[src/rtl/rf_wb_arbiter.sv]
// Register-file write-port arbiter: core writeback vs. queued external writes,
// with a pending-write scoreboard for read hazards and a starvation-bounding stall.
module rf_wb_arbiter #(
  parameter int XLEN         = 32,
  parameter int DEPTH        = 2,
  parameter int STARVE_LIMIT = 4
) (
  input  logic                     clk,
  input  logic                     rst,
  input  logic                     core_wr,
  input  logic [4:0]               core_rd,
  input  logic [XLEN-1:0]          core_data,
  input  logic                     ext_valid,
  output logic                     ext_ready,
  input  logic [4:0]               ext_rd,
  input  logic [XLEN-1:0]          ext_data,
  input  logic                     issue_valid,
  input  logic [4:0]               issue_rd,
  input  logic [4:0]               raddr1,
  input  logic [4:0]               raddr2,
  output logic                     hazard,
  output logic                     core_stall,
  output logic                     rf_wr,
  output logic [4:0]               rf_wr_add,
  output logic [XLEN-1:0]          rf_wr_data,
  output logic [$clog2(DEPTH):0]   fifo_count
);

  localparam int AW = $clog2(DEPTH);
  localparam int CW = AW + 1;
  localparam int SW = $clog2(STARVE_LIMIT + 1);
  localparam logic [SW-1:0] LIMIT = SW'(STARVE_LIMIT);

  logic [4:0]      mem_rd   [DEPTH];
  logic [XLEN-1:0] mem_data [DEPTH];
  logic [AW-1:0]   wr_ptr, rd_ptr;
  logic [CW-1:0]   count;
  logic [SW-1:0]   starve_cnt;
  logic [31:0]     pending, pending_next;

  logic full, empty, push, pop, core_req, core_win;
  logic [4:0] head_rd;

  assign full      = (count == CW'(DEPTH));
  assign empty     = (count == '0);
  assign ext_ready = !full && !rst;
  assign head_rd   = mem_rd[rd_ptr];

  // x0 handshakes complete but never occupy a slot
  assign push      = ext_valid && ext_ready && (ext_rd != '0);
  assign core_req  = core_wr && (core_rd != '0);
  assign core_stall = (starve_cnt == LIMIT);

  // Pop on a forced stall, or whenever the core has nothing to write
  assign pop       = !empty && (core_stall || !core_req);
  assign core_win  = core_req && !pop;

  assign fifo_count = count;

  always_ff @(posedge clk) begin
    if (rst) begin
      wr_ptr <= '0;
      rd_ptr <= '0;
      count  <= '0;
    end else begin
      if (push) begin
        mem_rd[wr_ptr]   <= ext_rd;
        mem_data[wr_ptr] <= ext_data;
        wr_ptr           <= wr_ptr + 1'b1;
      end
      if (pop) rd_ptr <= rd_ptr + 1'b1;
      count <= count + CW'(push) - CW'(pop);
    end
  end

  always_ff @(posedge clk) begin
    if (rst) begin
      starve_cnt <= '0;
    end else if (pop || empty) begin
      starve_cnt <= '0;
    end else if (core_win && (starve_cnt != LIMIT)) begin
      starve_cnt <= starve_cnt + 1'b1;
    end
  end

  // Clear first, then set, so a same-cycle issue to the popped register wins
  always_comb begin
    pending_next = pending;
    if (pop) pending_next[head_rd] = 1'b0;
    if (issue_valid && (issue_rd != '0)) pending_next[issue_rd] = 1'b1;
    pending_next[0] = 1'b0;
  end

  always_ff @(posedge clk) begin
    if (rst) pending <= '0;
    else     pending <= pending_next;
  end

  assign hazard = ((raddr1 != '0) && pending[raddr1]) ||
                  ((raddr2 != '0) && pending[raddr2]);

  always_ff @(posedge clk) begin
    if (rst) begin
      rf_wr      <= 1'b0;
      rf_wr_add  <= '0;
      rf_wr_data <= '0;
    end else if (pop) begin
      rf_wr      <= 1'b1;
      rf_wr_add  <= head_rd;
      rf_wr_data <= mem_data[rd_ptr];
    end else if (core_win) begin
      rf_wr      <= 1'b1;
      rf_wr_add  <= core_rd;
      rf_wr_data <= core_data;
    end else begin
      rf_wr      <= 1'b0;
    end
  end

endmodule
[config.mk]
export PLATFORM = sky130hd
export DESIGN_NAME = rf_wb_arbiter
export DESIGN_NICKNAME = d
export VERILOG_FILES = /design/src/rtl/rf_wb_arbiter.sv
export SDC_FILE = /design/constraint.sdc
export NUM_CORES = 1
export LEC_CHECK = 0
export CELL_PAD_IN_SITES_DETAIL_PLACEMENT = 0
export CELL_PAD_IN_SITES_GLOBAL_PLACEMENT = 1
export CORE_MARGIN = 2
export CORE_UTILIZATION = 25
export DETAILED_ROUTE_END_ITERATION = 7
export GPL_ROUTABILITY_DRIVEN = 0
export PLACE_DENSITY = 0.56
export SKIP_LAST_GASP = 1
export SLEW_MARGIN = 20
export SYNTH_ARGS = -nofsm -noshare
export SYNTH_HDL_FRONTEND = slang
export SYNTH_SLANG_ARGS = --single-unit
[constraint.sdc]
create_clock -name clk -period 4.5 [get_ports clk]
set_clock_uncertainty 0.05 [all_clocks]
set_input_delay 0.9 -clock clk [delete_from_list [all_inputs] [get_ports clk]]
set_output_delay 0.9 -clock clk [all_outputs]
set_load 0.03 [all_outputs]
==> metrics.md <==
| Metric | Value |
|---|---|
| Synth Area in Simple Gates | 0.0827 |
| Final hold slack | 0.406 ns |
| Clk slew on worst S/H paths | 0.06 ns |
| Final period util | 0.947 |
| Number of synthesized flops with an enable pin | 74 |
| IO Count | 137 |
| TritonCTS clock tree | built |
| ANT nets after route | 0 |
| Crit path cell chain | clkdlybuf4s50_1, mux4_1, nor2_1, nor4b_1, nand4b_1, or4_1, dlygate4sd2_1 |
| Gr ovfl total | 0 |
| Cell Rows | 59 |
| DP HPWL | 12.7 mm |
| Num CTS Buffers | 17 |
| Core area | 0.0258 mm^2 |
| DR vias | 4,632 |
| Layout cells sized above 1 | 0.150 |
| Post-synth top area cell | edfxtp_1 |
| Critical Path Source Type | input pin |
| Area grow syn2layout | 36.9% |
| Reg2reg path depth | 4 |
| Tmin final | 4.26 ns |
| Pleak | 3.23 nW |
| Mux share of post-synthesis cell area | 0.165 |
| Critical Path Sink Type | output pin |
| Synth area leaders | edfxtp_1 34%, dfxtp_1 24%, mux2i_1 6.9% |
| Min-Delay Path Class | reg -> reg |
| Port Buf Inserts | 136 |
| Critical Path Source | raddr2[0] |
| RR Endpoint | pending[28]$_SDFF_PP0_ |
| First-pass GRT wire length | 26.7 mm |
| Synth cell types | 53 |
| Vias in the first global route | 4,935 |
| Tot GR Track Use | 0.131 |
| Slew Viols, Final | 0 |
| Fill cells | 2,577 |
| CTS Buffer Depth | 2 |
| H-tree levels | 4 |
| First-pass iteration count of the detailed router | 4 |
| Die ar. | 0.0274 mm^2 |
| Power Dens Cells | 493 mW/mm^2 |
| Multi-input gate area | 0.00255 mm^2 |
| Synth Area in Compound Gates | 0.126 |
| Least-Margin Pin Slew | 0.958 ns |
| CTS root buffer | clkbuf_16 |
| Clock sink count | 151 |
| WL per Instance | 17.3 um |
| Initial DRC count | 299 |
| Run status | completed |
| Slew margin rel. | 0.361 |
| Crit path DAT | 3.31 ns |
| Fin. Hold Viols | 0 |
| Dpl cell area | 0.00824 mm^2 |
| Antenna cells | 0 |
| Clock Latency Late Sink | 0.41 ns |
| Post-placement cell count | 983 |
| Worst vdd ir | 264 uV |
| Asr flop ratio synth | 0 |
| Synth top cells by count | 77 x dfxtp_1, 74 x edfxtp_1, 45 x mux2i_1, 42 x nand2_1, 35 x o21ai_0 |
| Post-synthesis cell count | 529 |
| Layout Nets | 767 |
| Largest net degree at the start of global routing | 44 |
| Setup crit end | hazard |
| Register area | 0.00376 mm^2 |
| Seq/Total Area, Yosys | 0.577 |
| Avg Inst Size Synth | 12.3 um^2 |
| Most frequent cell after synthesis | dfxtp_1 |
| Via-per-instance ratio | 4.55 |
| Final setup vio count | 0 |
| Die width | 166 um |
| Design area | 0.00893 mm^2 |
| RSZ-0062 raised after global routing | false |
| Non-filler instance count after layout | 1,017 |
| Cell area after synthesis | 0.00652 mm^2 |
| CP max stage cell | clkdlybuf4s50_1 |
| Number of synthesis warnings | 0 |
| # Post-CTS Setup Buffers | 0 |
| Total wire length | 17.6 mm |
| DRC | 0 |
| Syn nets | 627 |
| Peak Freq | 0.235 GHz |
| CP Data Required Time | 3.55 ns |
| Top FF cell, synth | dfxtp_1 |
| Maxcap violations | 0 |
| XOR/XNOR share of the synthesized area | 0.00671 |
| Yosys top cell area share | 0.341 |
| Crit path largest cell delay | 0.63 ns |
| Worst R2R Setup Slack | 2.04 ns |
| Critical path fanouts, max | 5 |
| Largest family of logic cells by synthesized area | multiplexers |
| Die height | 166 um |
| Initial Util | 0.252 |
| Crit Path Class | in -> out |
| Adder-Cell Fraction of Synth Area | 0.00767 |
| Initial antenna violation count | 2 |
| Yosys reg bits | 151 |
==> sequential cells by signal (all words and copies together) (netlist names), named ones only <==
| name | flops |
|---|---|
| rf_wr_data | 32 |
| wr_ptr | 1 |
| rd_ptr | 1 |
| fifo_count | 2 |
| starve_cnt | 3 |
| mem_rd | 10 |
| rf_wr | 1 |
| mem_data | 64 |
| pending | 31 |
| rf_wr_add | 5 |
==> critical path, delay by kind of cell <==
kind / cells / cell delay [ns]
and+or+nand+nor: 4 / 0.83
muxes: 1 / 0.59
buffers and inverters: 2 / 1.00
==> final cells by class <==
class                           instances  area share
Clock buffer                           19      0.0507
Inverter                               16     0.00673
Clock inverter                         13      0.0216
Multi-Input combinational cell        333       0.285
Sequential cell                       151       0.422
Tap cell                              335      0.0469
Timing Repair Buffer                  150       0.167
==> routing by layer <==
metal,up-vias,global-route usage,wire length [um]
met3,12,0.0532,1360
met1,2230,0.165,7960
met5,-,0,13
met2,130,0.206,8150
met4,2,0.0357,148
li1,2258,-,-
==> logic make-up (layout without fill, tap and decap cells) <==
| logic type | count (synthesis) | after routing |
|---|---|---|
| flip-flops | 151 | 151 |
| AO/OA/AOI/OAI | 124 | 124 |
| AND/OR/NAND/NOR | 110 | 110 |
| multiplexers | 90 | 90 |
| buffers and inverters | 45 | 198 |
| XOR/XNOR | 5 | 5 |
| adder cells (fa/ha/maj) | 4 | 4 |
==> how the worst min path moves through the flow <==
stage                           startpoint                          end  slack (ns)  depth (start not counted)
2_1_floorplan   starve_cnt[0]$_SDFFE_PP0P_   starve_cnt[0]$_SDFFE_PP0P_        0.37                          1
3_3_place_gp    starve_cnt[0]$_SDFFE_PP0P_   starve_cnt[0]$_SDFFE_PP0P_        0.37                          1
3_5_place_dp   rf_wr_data[31]$_SDFFE_PP0P_  rf_wr_data[31]$_SDFFE_PP0P_        0.40                          1
4_1_cts         starve_cnt[0]$_SDFFE_PP0P_   starve_cnt[0]$_SDFFE_PP0P_        0.41                          1
5_1_grt        rf_wr_data[12]$_SDFFE_PP0P_  rf_wr_data[12]$_SDFFE_PP0P_        0.43                          1
6_report        starve_cnt[0]$_SDFFE_PP0P_   starve_cnt[0]$_SDFFE_PP0P_        0.41                          1
==> through the flow <==
stage,setup WS [ns],setup TNS (ns),power (mW),util
after global placement,-0.0341,-0.0341,2.90,0.319
after global routing,0.0800,0,4.61,0.346
after CTS,0.216,0,4.47,0.344
final,0.238,0,4.40,0.346
after floorplan,0.486,0,2.44,-
after detailed placement,-0.0219,-0.0219,2.90,0.319
==> where the power goes <==
group          total [mW]  internal [mW]  switching, mW
logic                1.12          0.516          0.603
clock network        1.54          0.967          0.569
registers            1.75           1.62          0.133
==> layout by cell type, fill, tap and decap left out, types with 8 or more instances in the layout <==
cell,n
nand2_1,42
mux2i_1,45
clkbuf_16,17
o21ai_0,35
mux4_2,8
a21oi_1,34
clkdlybuf4s50_1,135
nor2_1,23
dfxtp_1,76
nand3_1,8
buf_4,12
mux2_2,34
o2bb2ai_1,32
inv_1,16
edfxtp_1,74
==> repair_timing <==
action | 4_1_cts | 5_1_grt
hold buffers | 0 | 0
endpoints found under the setup margin | 1 | 0
gates resized for setup | 1 | 0
No activity file was read; power rests on OpenSTA's default activity.
